`src/rtl/tx_sched_if.sv`:
```
// tx_sched_if -- request/acknowledge handshake between the frame scheduler
// and the frame generator. The scheduler is the master: it offers a frame
// (tx_req, tx_arp, tx_len) and the generator answers with tx_ack and tx_done.
`timescale 1ns/1ps

interface tx_sched_if;
   logic        tx_req;
   logic        tx_arp;
   logic [15:0] tx_len;
   logic        tx_ack;
   logic        tx_done;

   modport master (
      output tx_req,
      output tx_arp,
      output tx_len,
      input  tx_ack,
      input  tx_done
   );

   modport slave (
      input  tx_req,
      input  tx_arp,
      input  tx_len,
      output tx_ack,
      output tx_done
   );
endinterface

```
`src/rtl/tx_sched.sv`:
```
// tx_sched -- frame request scheduler with ARP injection, inter-frame gap
// and per-window frame/byte statistics.
// Optional feature: define TX_SCHED_WATCHDOG_EN to add a WAIT_DONE watchdog
// that raises the sticky wd_err flag when the generator never reports
// completion; without it wd_err is constant 0 and WAIT_DONE waits forever.
`timescale 1ns/1ps

module tx_sched #(
   parameter int unsigned CLK_HZ  = 156250000,
   parameter int unsigned MIN_LEN = 64,
   parameter int unsigned MAX_LEN = 1518
) (
   input  logic        clk,
   input  logic        rst_n,
   input  logic        enable,
   input  logic        req_arp,
   input  logic [15:0] frame_len,
   input  logic [31:0] ifg,
   tx_sched_if.master  tx,
   output logic        busy,
   output logic [31:0] pps,
   output logic [31:0] throughput,
   output logic        wd_err
);

   typedef enum logic [1:0] {IDLE, REQ, WAIT_DONE, GAP} state_t;

   localparam logic [15:0] MIN_LEN16 = 16'(MIN_LEN);
   localparam logic [15:0] MAX_LEN16 = 16'(MAX_LEN);
   localparam logic [31:0] WIN_LAST  = 32'(CLK_HZ - 1);

   state_t      state;
   logic        arp_pend;
   logic        serve_arp;
   logic        frame_done;
   logic [31:0] gap_cnt;
   logic [15:0] len_clamped;
   logic [31:0] win_cnt;
   logic [31:0] run_frames;
   logic [31:0] run_bytes;
   logic [31:0] frames_next;
   logic [31:0] bytes_next;
   logic [32:0] bytes_sum;

`ifdef TX_SCHED_WATCHDOG_EN
   logic [15:0] wd_cnt;
   logic        wd_err_q;
   assign wd_err = wd_err_q;
`else
   assign wd_err = 1'b0;
`endif

   // A pending ARP is consumed on the cycle IDLE hands it to REQ.
   assign serve_arp  = (state == IDLE) && arp_pend;
   assign frame_done = (state == WAIT_DONE) && tx.tx_done;

   // Clamp the requested length into the legal frame size range.
   always_comb begin
      len_clamped = frame_len;
      if (frame_len < MIN_LEN16) begin
         len_clamped = MIN_LEN16;
      end else if (frame_len > MAX_LEN16) begin
         len_clamped = MAX_LEN16;
      end
   end

   // Next running counts, saturating so a long window never wraps to a small value.
   always_comb begin
      frames_next = run_frames;
      bytes_next  = run_bytes;
      bytes_sum   = {1'b0, run_bytes} + 33'(tx.tx_len);
      if (frame_done) begin
         if (run_frames != 32'hFFFF_FFFF) begin
            frames_next = run_frames + 32'd1;
         end
         bytes_next = bytes_sum[32] ? 32'hFFFF_FFFF : bytes_sum[31:0];
      end
   end

   // Statistics window: publish the running counts on the wrap cycle and restart them.
   always_ff @(posedge clk) begin
      if (!rst_n) begin
         win_cnt    <= '0;
         run_frames <= '0;
         run_bytes  <= '0;
         pps        <= '0;
         throughput <= '0;
      end else if (win_cnt == WIN_LAST) begin
         win_cnt    <= '0;
         run_frames <= '0;
         run_bytes  <= '0;
         pps        <= frames_next;
         throughput <= bytes_next;
      end else begin
         win_cnt    <= win_cnt + 32'd1;
         run_frames <= frames_next;
         run_bytes  <= bytes_next;
      end
   end

   // Scheduler FSM with registered handshake outputs and ARP pending flag.
   always_ff @(posedge clk) begin
      if (!rst_n) begin
         state     <= IDLE;
         tx.tx_req <= 1'b0;
         tx.tx_arp <= 1'b0;
         tx.tx_len <= '0;
         busy      <= 1'b0;
         arp_pend  <= 1'b0;
         gap_cnt   <= '0;
`ifdef TX_SCHED_WATCHDOG_EN
         wd_cnt    <= '0;
         wd_err_q  <= 1'b0;
`endif
      end else begin
         arp_pend <= (arp_pend && !serve_arp) || req_arp;
         case (state)
            IDLE: begin
               if (arp_pend) begin
                  state     <= REQ;
                  tx.tx_req <= 1'b1;
                  tx.tx_arp <= 1'b1;
                  tx.tx_len <= MIN_LEN16;
                  busy      <= 1'b1;
               end else if (enable) begin
                  state     <= REQ;
                  tx.tx_req <= 1'b1;
                  tx.tx_arp <= 1'b0;
                  tx.tx_len <= len_clamped;
                  busy      <= 1'b1;
               end
            end
            REQ: begin
               if (tx.tx_ack) begin
                  state     <= WAIT_DONE;
                  tx.tx_req <= 1'b0;
`ifdef TX_SCHED_WATCHDOG_EN
                  wd_cnt    <= '0;
`endif
               end
            end
            WAIT_DONE: begin
               if (tx.tx_done) begin
                  state   <= GAP;
                  gap_cnt <= ifg;
`ifdef TX_SCHED_WATCHDOG_EN
               end else if (wd_cnt == 16'hFFFE) begin
                  state    <= GAP;
                  gap_cnt  <= ifg;
                  wd_err_q <= 1'b1;
               end else begin
                  wd_cnt <= wd_cnt + 16'd1;
`endif
               end
            end
            GAP: begin
               if (gap_cnt == 32'd0) begin
                  state <= IDLE;
                  busy  <= 1'b0;
               end else begin
                  gap_cnt <= gap_cnt - 32'd1;
               end
            end
            default: begin
               state <= IDLE;
               busy  <= 1'b0;
            end
         endcase
      end
   end

endmodule

```
`src/flat_wrapper.sv`:
```
// flat-port wrapper written by rule: the top's interface ports become plain ports
module tx_sched_flat 
#(
   parameter int unsigned CLK_HZ  = 156250000,
   parameter int unsigned MIN_LEN = 64,
   parameter int unsigned MAX_LEN = 1518
)
  (clk, rst_n, enable, req_arp, frame_len, ifg, busy, pps, throughput, wd_err, tx_tx_req, tx_tx_arp, tx_tx_len, tx_tx_ack, tx_tx_done);
  tx_sched_if tx_i ();
  input  logic clk;
  input  logic rst_n;
  input  logic enable;
  input  logic req_arp;
  input  logic [15:0] frame_len;
  input  logic [31:0] ifg;
  output logic busy;
  output logic [31:0] pps;
  output logic [31:0] throughput;
  output logic wd_err;
  output wire logic [$bits(tx_i.tx_req)-1:0] tx_tx_req;
  output wire logic [$bits(tx_i.tx_arp)-1:0] tx_tx_arp;
  output wire logic [$bits(tx_i.tx_len)-1:0] tx_tx_len;
  input wire logic [$bits(tx_i.tx_ack)-1:0] tx_tx_ack;
  input wire logic [$bits(tx_i.tx_done)-1:0] tx_tx_done;
  assign tx_tx_req = tx_i.tx_req;
  assign tx_tx_arp = tx_i.tx_arp;
  assign tx_tx_len = tx_i.tx_len;
  assign tx_i.tx_ack = tx_tx_ack;
  assign tx_i.tx_done = tx_tx_done;
  tx_sched #(.CLK_HZ(CLK_HZ), .MIN_LEN(MIN_LEN), .MAX_LEN(MAX_LEN)) u_core (.clk(clk), .rst_n(rst_n), .enable(enable), .req_arp(req_arp), .frame_len(frame_len), .ifg(ifg), .tx(tx_i), .busy(busy), .pps(pps), .throughput(throughput), .wd_err(wd_err));
endmodule
```
`config.mk`:
```
export PLATFORM = sky130hd
export DESIGN_NAME = tx_sched_flat
export DESIGN_NICKNAME = d
export VERILOG_FILES = /design/src/rtl/tx_sched_if.sv /design/src/rtl/tx_sched.sv /design/src/flat_wrapper.sv
export SDC_FILE = /design/constraint.sdc
export NUM_CORES = 1
export LEC_CHECK = 0
export ABC_CLOCK_PERIOD_IN_PS = 5900
export BUFFER_PORTS_ARGS = -buffer_cell sky130_fd_sc_hd__buf_4
export CAP_MARGIN = 40
export CELL_PAD_IN_SITES_DETAIL_PLACEMENT = 0
export CELL_PAD_IN_SITES_GLOBAL_PLACEMENT = 1
export CORE_MARGIN = 2
export CORE_UTILIZATION = 47
export DETAILED_ROUTE_END_ITERATION = 6
export PLACE_DENSITY_LB_ADDON = 0.3
export SLEW_MARGIN = 20
export SYNTH_ARGS = -nofsm -noshare
export SYNTH_HDL_FRONTEND = slang
export SYNTH_SLANG_ARGS = --single-unit
```
`constraint.sdc`:
```
create_clock -name clk -period 5.9 [get_ports clk]
set_input_delay 0.59 -clock clk [delete_from_list [all_inputs] [get_ports clk]]
set_output_delay 0.59 -clock clk [all_outputs]
set_load 0.01 [all_outputs]
```
; ---- Word-level counts from Yosys, hierarchy flattened
; Cells that the tools add are included.
[totals]
output_inout_bits = 84
ff_bits = 214
elab_cells = 71
[op_classes]
bitwise = 1
reduce_logical = 17
mux = 25
n_eq_ne = 10
order_cmp = 2
addsub = 4
[op_table]
columns = operator, count
row1 = $mux 32, 6
row2 = $add 32x1->32 const B, 2
row3 = $mux 16, 4
row4 = $pmux 32 s2, 1
row5 = $add 32x16->33, 1
row6 = $eq 32x28->1 const B, 1
row7 = $logic_not 32->1, 1
row8 = $ne 32x32->1 const B, 1
row9 = $sub 32x1->32 const B, 1
row10 = $gt 16x11->1 const B, 1
row11 = $lt 16x7->1 const B, 1
row12 = $mux 2, 5
row13 = $reduce_and 3->1, 3
row14 = $pmux 2 s4, 1
row15 = $reduce_bool 2->1, 4
row16 = $mux 1, 6
row17 = $ne 2x2->1 const B, 3
row18 = $eq 2x2->1 const B, 2
row19 = $pmux 1 s2, 2
row20 = $reduce_and 4->1, 1
row21 = $logic_and 1x1->1, 3
row22 = $ne 3x2->1 const B, 1
row23 = $eq 2x1->1 const B, 1
row24 = $logic_not 2->1, 1
row25 = 6 further kinds, 6

; ---- Logic depth before layout (Yosys ltp)
; Gate-level depths: netlist (run 1).
[logic_depth]
word_depth = 5
depth_mapped = 11
ltp_nobuf = 9

; ---- Worst setup path after synthesis (run 1)
; OpenSTA, ideal clock, no wires.
[synth_path]
path_kind = register to register
startpoint = register u_core.tx.tx_len[0]
endpoint = register u_core.throughput[12]
setup_ns = 0.132
arrival_ns = 2.593
stages_incl_launch_ff = 12
required_ns = 5.768
n_path_buf = 2
slack_ns = 3.175
synth_period_minus_slack_ns = 2.725
cell_sequence = dfxtp_1 ha_1 fa_1 a211oi_1 o21ai_1 o221ai_1 a211o_1 buf_2 nand2_1 buf_4 o221ai_1 a21oi_1
[synth_between]
elab_chain_cells = 3
[synth_rtl]
columns = element, line_no
row1 = from (decl), tx_sched_if.sv:16  ; output tx_len,
row2 = from (signal assigned), tx_sched.sv:129  ; tx.tx_len <= len_clamped;
row3 = $add 32x16->33, tx_sched.sv:71  ; bytes_sum = {1'b0, run_bytes} + 33'(tx.tx_len);
row4 = $mux 32, tx_sched.sv:76  ; bytes_next = bytes_sum[32] ? 32'hFFFF_FFFF : bytes_sum[31:0];
row5 = $mux 32, tx_sched.sv:72  ; if (frame_done) begin
row6 = to (signal assigned), tx_sched.sv:93  ; throughput <= bytes_next;
row7 = to (decl), tx_sched.sv:22  ; output logic [31:0] throughput,
; Every way passes these cells.
; A chain may end at the register's enable or synchronous reset.

; ---- Worst setup path in the final report (run 1)
[layout_path]
startpoint = register u_core.tx.tx_len[0]
endpoint = register u_core.throughput[11]
; The elaborated chain is that of the path after synthesis.

==> run_results.csv, run 1 <==
group,metric,value,unit
run_status,status,"completed",
sta,fin_crit,3300,ps
floorplanning,coreArea,21700,sq um
clock_network,clock-sinks,214,
power_and_ir_drop,clkPwrFrac,0.334,
clock_network,cts-root-buf,"clkbuf_16",
clock_network,cts_setup_buffers,0,
power_and_ir_drop,internal_power,0.00294,W
power_and_ir_drop,vdd_ir_drop_max,233,uV
setup_path,start_kind,"flip-flop",
power_and_ir_drop,p_switching,0.00153,W
sta,finalCritPeriodShare,0.560,
sta,fmax,0.303,GHz
clock_network,clock_latency,530,ps
setup_path,worstPathArrival,3700,ps
synthesis,ys_top_cells_by_area,"dfxtp_1 (41%), nor2_1 (6.6%), a21oi_1 (5.5%), nand2_1 (4.0%), xor2_1 (3.8%)",
setup_path,critPathCaptureType,"flip-flop",
synthesis,yosys_most_used_dff,"dfxtp_1",
cells_and_area,fin_nets,1435,
floorplanning,pin_count,138,
global_route,first_global_vias,8798,
clock_network,cts_tree,"yes",
synthesis,yosysTopAreaCellShare,0.415,
sta,rsz0062_at_grt,"no",
synthesis,synth-edff-count,0,
cells_and_area,area_delta_synth_final,19.3,%
detailed_routing,ant_nets,0,
synthesis,synth_area_leader_cell,"dfxtp_1",
detailed_routing,vias_per_cell,5.63,
cells_and_area,n_fill_cell,2087,
detailed_routing,drc,0,
sta,relSlewSlack,0.479,
synthesis,synth_cells,1254,
place,portBuffers,136,
cells_and_area,drive_above_1_share,0.152,
floorplanning,die_w,152,um
global_route,grt_pass1_wl,43800,um
power_and_ir_drop,power.total,0.00447,W
floorplanning,initial_core_util,0.476,
worst_hold_path,min_path_type,"in -> reg",
synthesis,async_reset_ff_frac,0,
power_and_ir_drop,pwr-share-seq,0.371,
cells_and_area,diodes,0,
floorplanning,chipHeight,152,um
setup_path,crit_fanout,14,
detailed_routing,drtIter0Drc,495,
setup_path,cp.required,6290,ps
clock_network,cts_resized,0,
run,cap_violations,0,
power_and_ir_drop,combPwrFrac,0.295,
synthesis,syn_nets,1333,
power_and_ir_drop,p_leak,4.77,nW
synthesis,yosysMostFrequentCell,"dfxtp_1",
clock_network,cts.htree.levels,1,
global_route,track_usage,0.222,
sta,worst_pin_slew,778,ps
setup_path,rr_worst_depth,9,
clock_network,cts.path.max_buffers,3,
sta,finalMaxSlewViolations,0,
clock_network,clk_pin_slew,60,ps
detailed_routing,wire_per_inst,16.2,um
clock_network,cts_inserted_buffers,24,
floorplanning,core.rowCount,54,
synthesis,synth_cell_type_count,71,
power_and_ir_drop,cellPowerDensity,363,nW/um^2
setup_path,worst-setup-path-type,"reg -> reg",
sta,setup_tns,0,ps
synthesis,netlist_area,10300,sq um
place,hpwl,18100,um
synthesis,synth.avg_cell_area,8.23,sq um
global_route,grt_max_degree,94,
detailed_routing,num_vias,9298,
sta,setup_violations,0,
global_route,antenna_found_initial,0,
floorplanning,fp.dieArea,23200,sq um
sta,skew,16.8,ps
worst_hold_path,whs_path_depth,3,
clock_network,cts_hold_buffers,0,
synthesis,ys_warn_count,0,
detailed_routing,drt-total-wl,26800,um
power_and_ir_drop,switching_share,0.343,
synthesis,ys_ff_latch,214,
detailed_routing,drtPass1Iterations,5,
synthesis,synth_common_cells,"dfxtp_1 (214), nor2_1 (181), a21oi_1 (114)",
synthesis,synth_seq_area_share,0.415,
place,gp_congestion,0.831,
sta,finalHoldViolCount,0,
global_route,overflow,0,
==> metal layers <==
layer	vias to the layer above	global-route usage	share of wire
met3	44	0.0293	0.036
met2	175	0.362	0.45
met4	0	0.0801	0.030
li1	4704	-	-
met5	-	0	0
met1	4375	0.302	0.48
==> critical path, stage by stage, from the launching register on <==
cell and delay [ps]:
dfxtp_1 330, ha_1 250, fa_1 430, a211oi_1 270, o21ai_1 170, o221ai_1 430
a211o_1 420, nand2_1 420, o22ai_1 320, o21ai_0 130
==> final timing paths <==
check / slack [ps] / start / endpoint
setup / recovery: 2600 / u_core.tx.tx_len[0] / u_core.throughput[11]
hold / removal: 290 / req_arp / u_core.arp_pend
setup reg to reg: 2600 / u_core.tx.tx_len[0] / u_core.throughput[11]
hold reg to reg: 450 / u_core.throughput[6] / u_core.throughput[6]
==> cell type report <==
class	instances	area, sq um	share of cell area
inverter	15	56.3	0.00457
clock buffer	36	696	0.0565
multi-input combinational	953	5680	0.461
clock inverter	6	95.1	0.00772
sequential	214	4280	0.348
timing repair buffer	148	1150	0.0937
tap	280	350	0.0284
==> registers in the layout (all words and copies together), names as in the netlist <==
name	count
u_core.gap_cnt	32
u_core.pps	32
u_core.run_bytes	32
u_core.run_frames	32
u_core.throughput	32
u_core.win_cnt	32
u_core.tx.tx_len	16
u_core.state	2
u_core.arp_pend	1
u_core.busy	1
u_core.tx.tx_arp	1
u_core.tx.tx_req	1
==> through the flow <==
stage	cell area, sq um	setup slack [ps]	hold WS [ps]	util	std cells
final	12300	2600	290	0.568	1652
after global routing	12300	2300	294	0.568	1652
after CTS	12300	2590	271	0.566	1650
after detailed placement	11500	2590	445	0.530	1608
after global placement	11500	2660	440	0.528	1606
after floorplan	10300	3180	430	-	1254
==> kinds of logic after synthesis <==
logic type | after synthesis | share of synthesized area
buf+inv | 87 | 0.0356
compound gates | 323 | 0.196
xor+xnor | 77 | 0.0653
fa+ha+maj | 25 | 0.0310
other cells | 1 | 0.000363
mux | 10 | 0.00994
simple gates | 517 | 0.247
flops | 214 | 0.415
==> power groups by stage <==
stage	sequential (W)	clock, W	combinational, W
floorplan	0.00167	0	0.00100
global placement	0.00168	0	0.00130
detailed placement	0.00169	0	0.00132
CTS	0.00166	0.00153	0.00132
global route	0.00168	0.00158	0.00148
finish	0.00166	0.00149	0.00132
==> cells in the final DEF (no fill, tap or decap), types with 8 or more instances in the layout <==
cell type and n:
o211ai_1 10, nand2b_1 11, a21o_1 8, ha_1 23, mux2i_1 8, or3_1 8
a21oi_1 114, nor3_1 31, o22ai_1 10, o21ai_0 70, nor2b_1 9, nand4_1 27
and3_1 34, inv_1 13, nand2_1 109, a211oi_1 41, clkbuf_16 24, nor2_1 181
xor2_1 45, nand3_1 52, buf_4 144, o32ai_1 12, and4_1 13, dfxtp_1 214
xnor2_1 32, nor4_1 10
Note: power is estimated with default switching activity, not from simulation.
==> inputs of run 2 (changes only) <==
--- a/config.mk
+++ b/config.mk
@@ -5,13 +5,13 @@
 export SDC_FILE = /design/constraint.sdc
 export NUM_CORES = 1
 export LEC_CHECK = 0
-export ABC_CLOCK_PERIOD_IN_PS = 5900
+export ABC_CLOCK_PERIOD_IN_PS = 3400
 export BUFFER_PORTS_ARGS = -buffer_cell sky130_fd_sc_hd__buf_4
 export CAP_MARGIN = 40
 export CELL_PAD_IN_SITES_DETAIL_PLACEMENT = 0
 export CELL_PAD_IN_SITES_GLOBAL_PLACEMENT = 1
 export CORE_MARGIN = 2
-export CORE_UTILIZATION = 47
+export CORE_UTILIZATION = 43
 export DETAILED_ROUTE_END_ITERATION = 6
 export PLACE_DENSITY_LB_ADDON = 0.3
 export SLEW_MARGIN = 20
==> constraint.sdc (replaced) <==
create_clock -name clk -period 3.4 [get_ports clk]
set_input_delay 0.34 -clock clk [delete_from_list [all_inputs] [get_ports clk]]
set_output_delay 0.34 -clock clk [all_outputs]
set_load 0.01 [all_outputs]
==> run 2 against run 1 <==
Critical path depth unchanged. Final area is 0.33% higher. Register-to-register slack got worse by 2300 ps. Routed wire length grew 3.0%. Hold slack worse by 200 ps. Flip-flop and latch count unchanged. Worst setup slack worse by 2300 ps. Cell count rose by 2.8%. Highest routed layer unchanged.
==> run_results.csv, run 2 (synthesized netlist as in run 1, its figures left out) <==
group,metric,value,unit
place,gp_congestion,0.834,
setup_path,start_kind,"flip-flop",
global_route,overflow,0,
global_route,track_usage,0.212,
sta,setup_violations,0,
clock_network,clock_latency,530,ps
cells_and_area,final_cell_mix,"dfxtp_1 (214), nor2_1 (181), buf_4 (154)",
setup_path,r2r-start,"u_core.tx.tx_len[0]",
clock_network,cts_tree,"yes",
power_and_ir_drop,vdd_ir_drop_max,439,uV
floorplanning,initial_core_util,0.439,
sta,finalMaxSlewViolations,0,
sta,skew,20.8,ps
sta,relSlewSlack,0.484,
sta,worst_pin_slew,773,ps
floorplanning,coreArea,23500,sq um
setup_path,crit_end,"u_core.throughput[1]",
place,hpwl,18900,um
power_and_ir_drop,cellPowerDensity,620,nW/um^2
detailed_routing,ant_nets,0,
setup_path,cp_num_buf_inv,0,
setup_path,crit_path_top_delay_cell,"fa_1",
cells_and_area,drive_above_1_share,0.158,
detailed_routing,vias_per_cell,5.51,
clock_network,cts.htree.levels,1,
detailed_routing,drt-total-wl,27600,um
sta,rsz0062_at_grt,"no",
clock_network,cts_hold_buffers,0,
clock_network,cts-root-buf,"clkbuf_16",
setup_path,cp_cell_sequence,"ha_1 > fa_1 > a211oi_1 > o21ai_1 > o221ai_1 > a211o_1 > nand2_1 > o221ai_1 > a21oi_1",
floorplanning,fp.dieArea,25300,sq um
sta,setup_tns,0,ps
clock_network,cts_inserted_buffers,24,
global_route,grt_pass1_wl,45500,um
detailed_routing,num_vias,9362,
floorplanning,chipHeight,159,um
power_and_ir_drop,p_leak,4.79,nW
setup_path,critPathMaxStageDelay,430,ps
run_status,status,"completed",
clock_network,clock-sinks,214,
cells_and_area,utilization,0.525,
global_route,first_global_vias,8931,
setup_path,critPathCaptureType,"flip-flop",
place,portBuffers,136,
cells_and_area,diodes,0,
detailed_routing,drtPass1Iterations,5,
setup_path,crit_fanout,14,
cells_and_area,finalInstanceArea,12400,sq um
setup_path,rr_worst_depth,9,
setup_path,r2r-end,"u_core.throughput[1]",
floorplanning,core.rowCount,56,
setup_path,crit_start,"u_core.tx.tx_len[0]",
cells_and_area,area_delta_synth_final,19.7,%
clock_network,cts.path.max_buffers,3,
setup_path,cpMostUsedCell,"o221ai_1",
clock_network,cts_setup_buffers,0,
cells_and_area,layout_commonest_cell,"dfxtp_1",
run,cap_violations,0,
setup_path,worstPathArrival,3510,ps
cells_and_area,fin_nets,1442,
floorplanning,pin_count,138,
global_route,antenna_found_initial,0,
floorplanning,die_w,159,um
setup_path,rrSetupSlack,260,ps
sta,finalHoldViolCount,0,
sta,fmax,0.319,GHz
detailed_routing,drc,0,
worst_hold_path,min_path_type,"in -> reg",
setup_path,cp.required,3770,ps
global_route,grt_max_degree,95,
clock_network,clk_pin_slew,60,ps
detailed_routing,wire_per_inst,16.2,um
setup_path,path_depth,9,
setup_path,worst-setup-path-type,"reg -> reg",
detailed_routing,drtIter0Drc,510,
setup_path,cp_top_family,"compound AO/OA/AOI/OAI gates",
sta,fin_crit,3140,ps
sta,finalCritPeriodShare,0.923,
clock_network,cts_resized,0,
place,placed_area,11600,sq um
## run 2: worst reg2reg max path, cell delays in order (launching register included)
cell	delay [ps]
dfxtp_1	330
ha_1	240
fa_1	430
a211oi_1	270
o21ai_1	180
o221ai_1	300
a211o_1	410
nand2_1	410
o221ai_1	330
a21oi_1	120
## run 2: how the worst min path moves through the flow
stage / cells past startpoint / slack [ps] / end / from
2_1_floorplan: 1 / 430 / u_core.win_cnt[0] / u_core.win_cnt[0]
3_3_place_gp: 2 / 440 / u_core.pps[9] / u_core.pps[9]
3_5_place_dp: 2 / 450 / u_core.throughput[8] / u_core.throughput[8]
4_1_cts: 3 / 70 / u_core.tx.tx_len[4] / frame_len[4]
5_1_grt: 3 / 90 / u_core.tx.tx_len[6] / frame_len[6]
6_report: 3 / 90 / u_core.tx.tx_len[4] / frame_len[4]
## run 2: where the power goes
| part | internal (W) | switching, W | total (W) |
|---|---|---|---|
| Clock | 0.00145 | 0.00104 | 0.00248 |
| Combinational | 0.000841 | 0.00146 | 0.00230 |
| Sequential | 0.00270 | 0.000185 | 0.00288 |
| Total | 0.00498 | 0.00268 | 0.00767 |
## run 2: per-stage QoR
stage / total power, W / setup WS [ps] / std cells / hold WS (ps)
floorplan: 0.00463 / 675 / 1254 / 430
global placement: 0.00520 / 474 / 1656 / 444
detailed placement: 0.00522 / 357 / 1656 / 450
CTS: 0.00773 / 327 / 1698 / 70.9
global route: 0.00812 / 20.6 / 1698 / 88.4
finish: 0.00767 / 263 / 1698 / 85.5
## run 2: area by class of cell
class	instances	area, sq um
fill	2360	11200
multi-input combinational	953	5680
sequential	214	4280
timing repair buffer	155	1180
clock buffer	35	712
tap	319	399
inverter	15	56.3
clock inverter	7	48.8
## run 2: layer usage
metal	track usage	up-vias	routed length (um)
met3	0.0362	42	1340
met5	0	-	0
li1	-	4739	-
met1	0.294	4376	13400
met4	0.0488	0	608
met2	0.346	205	12300
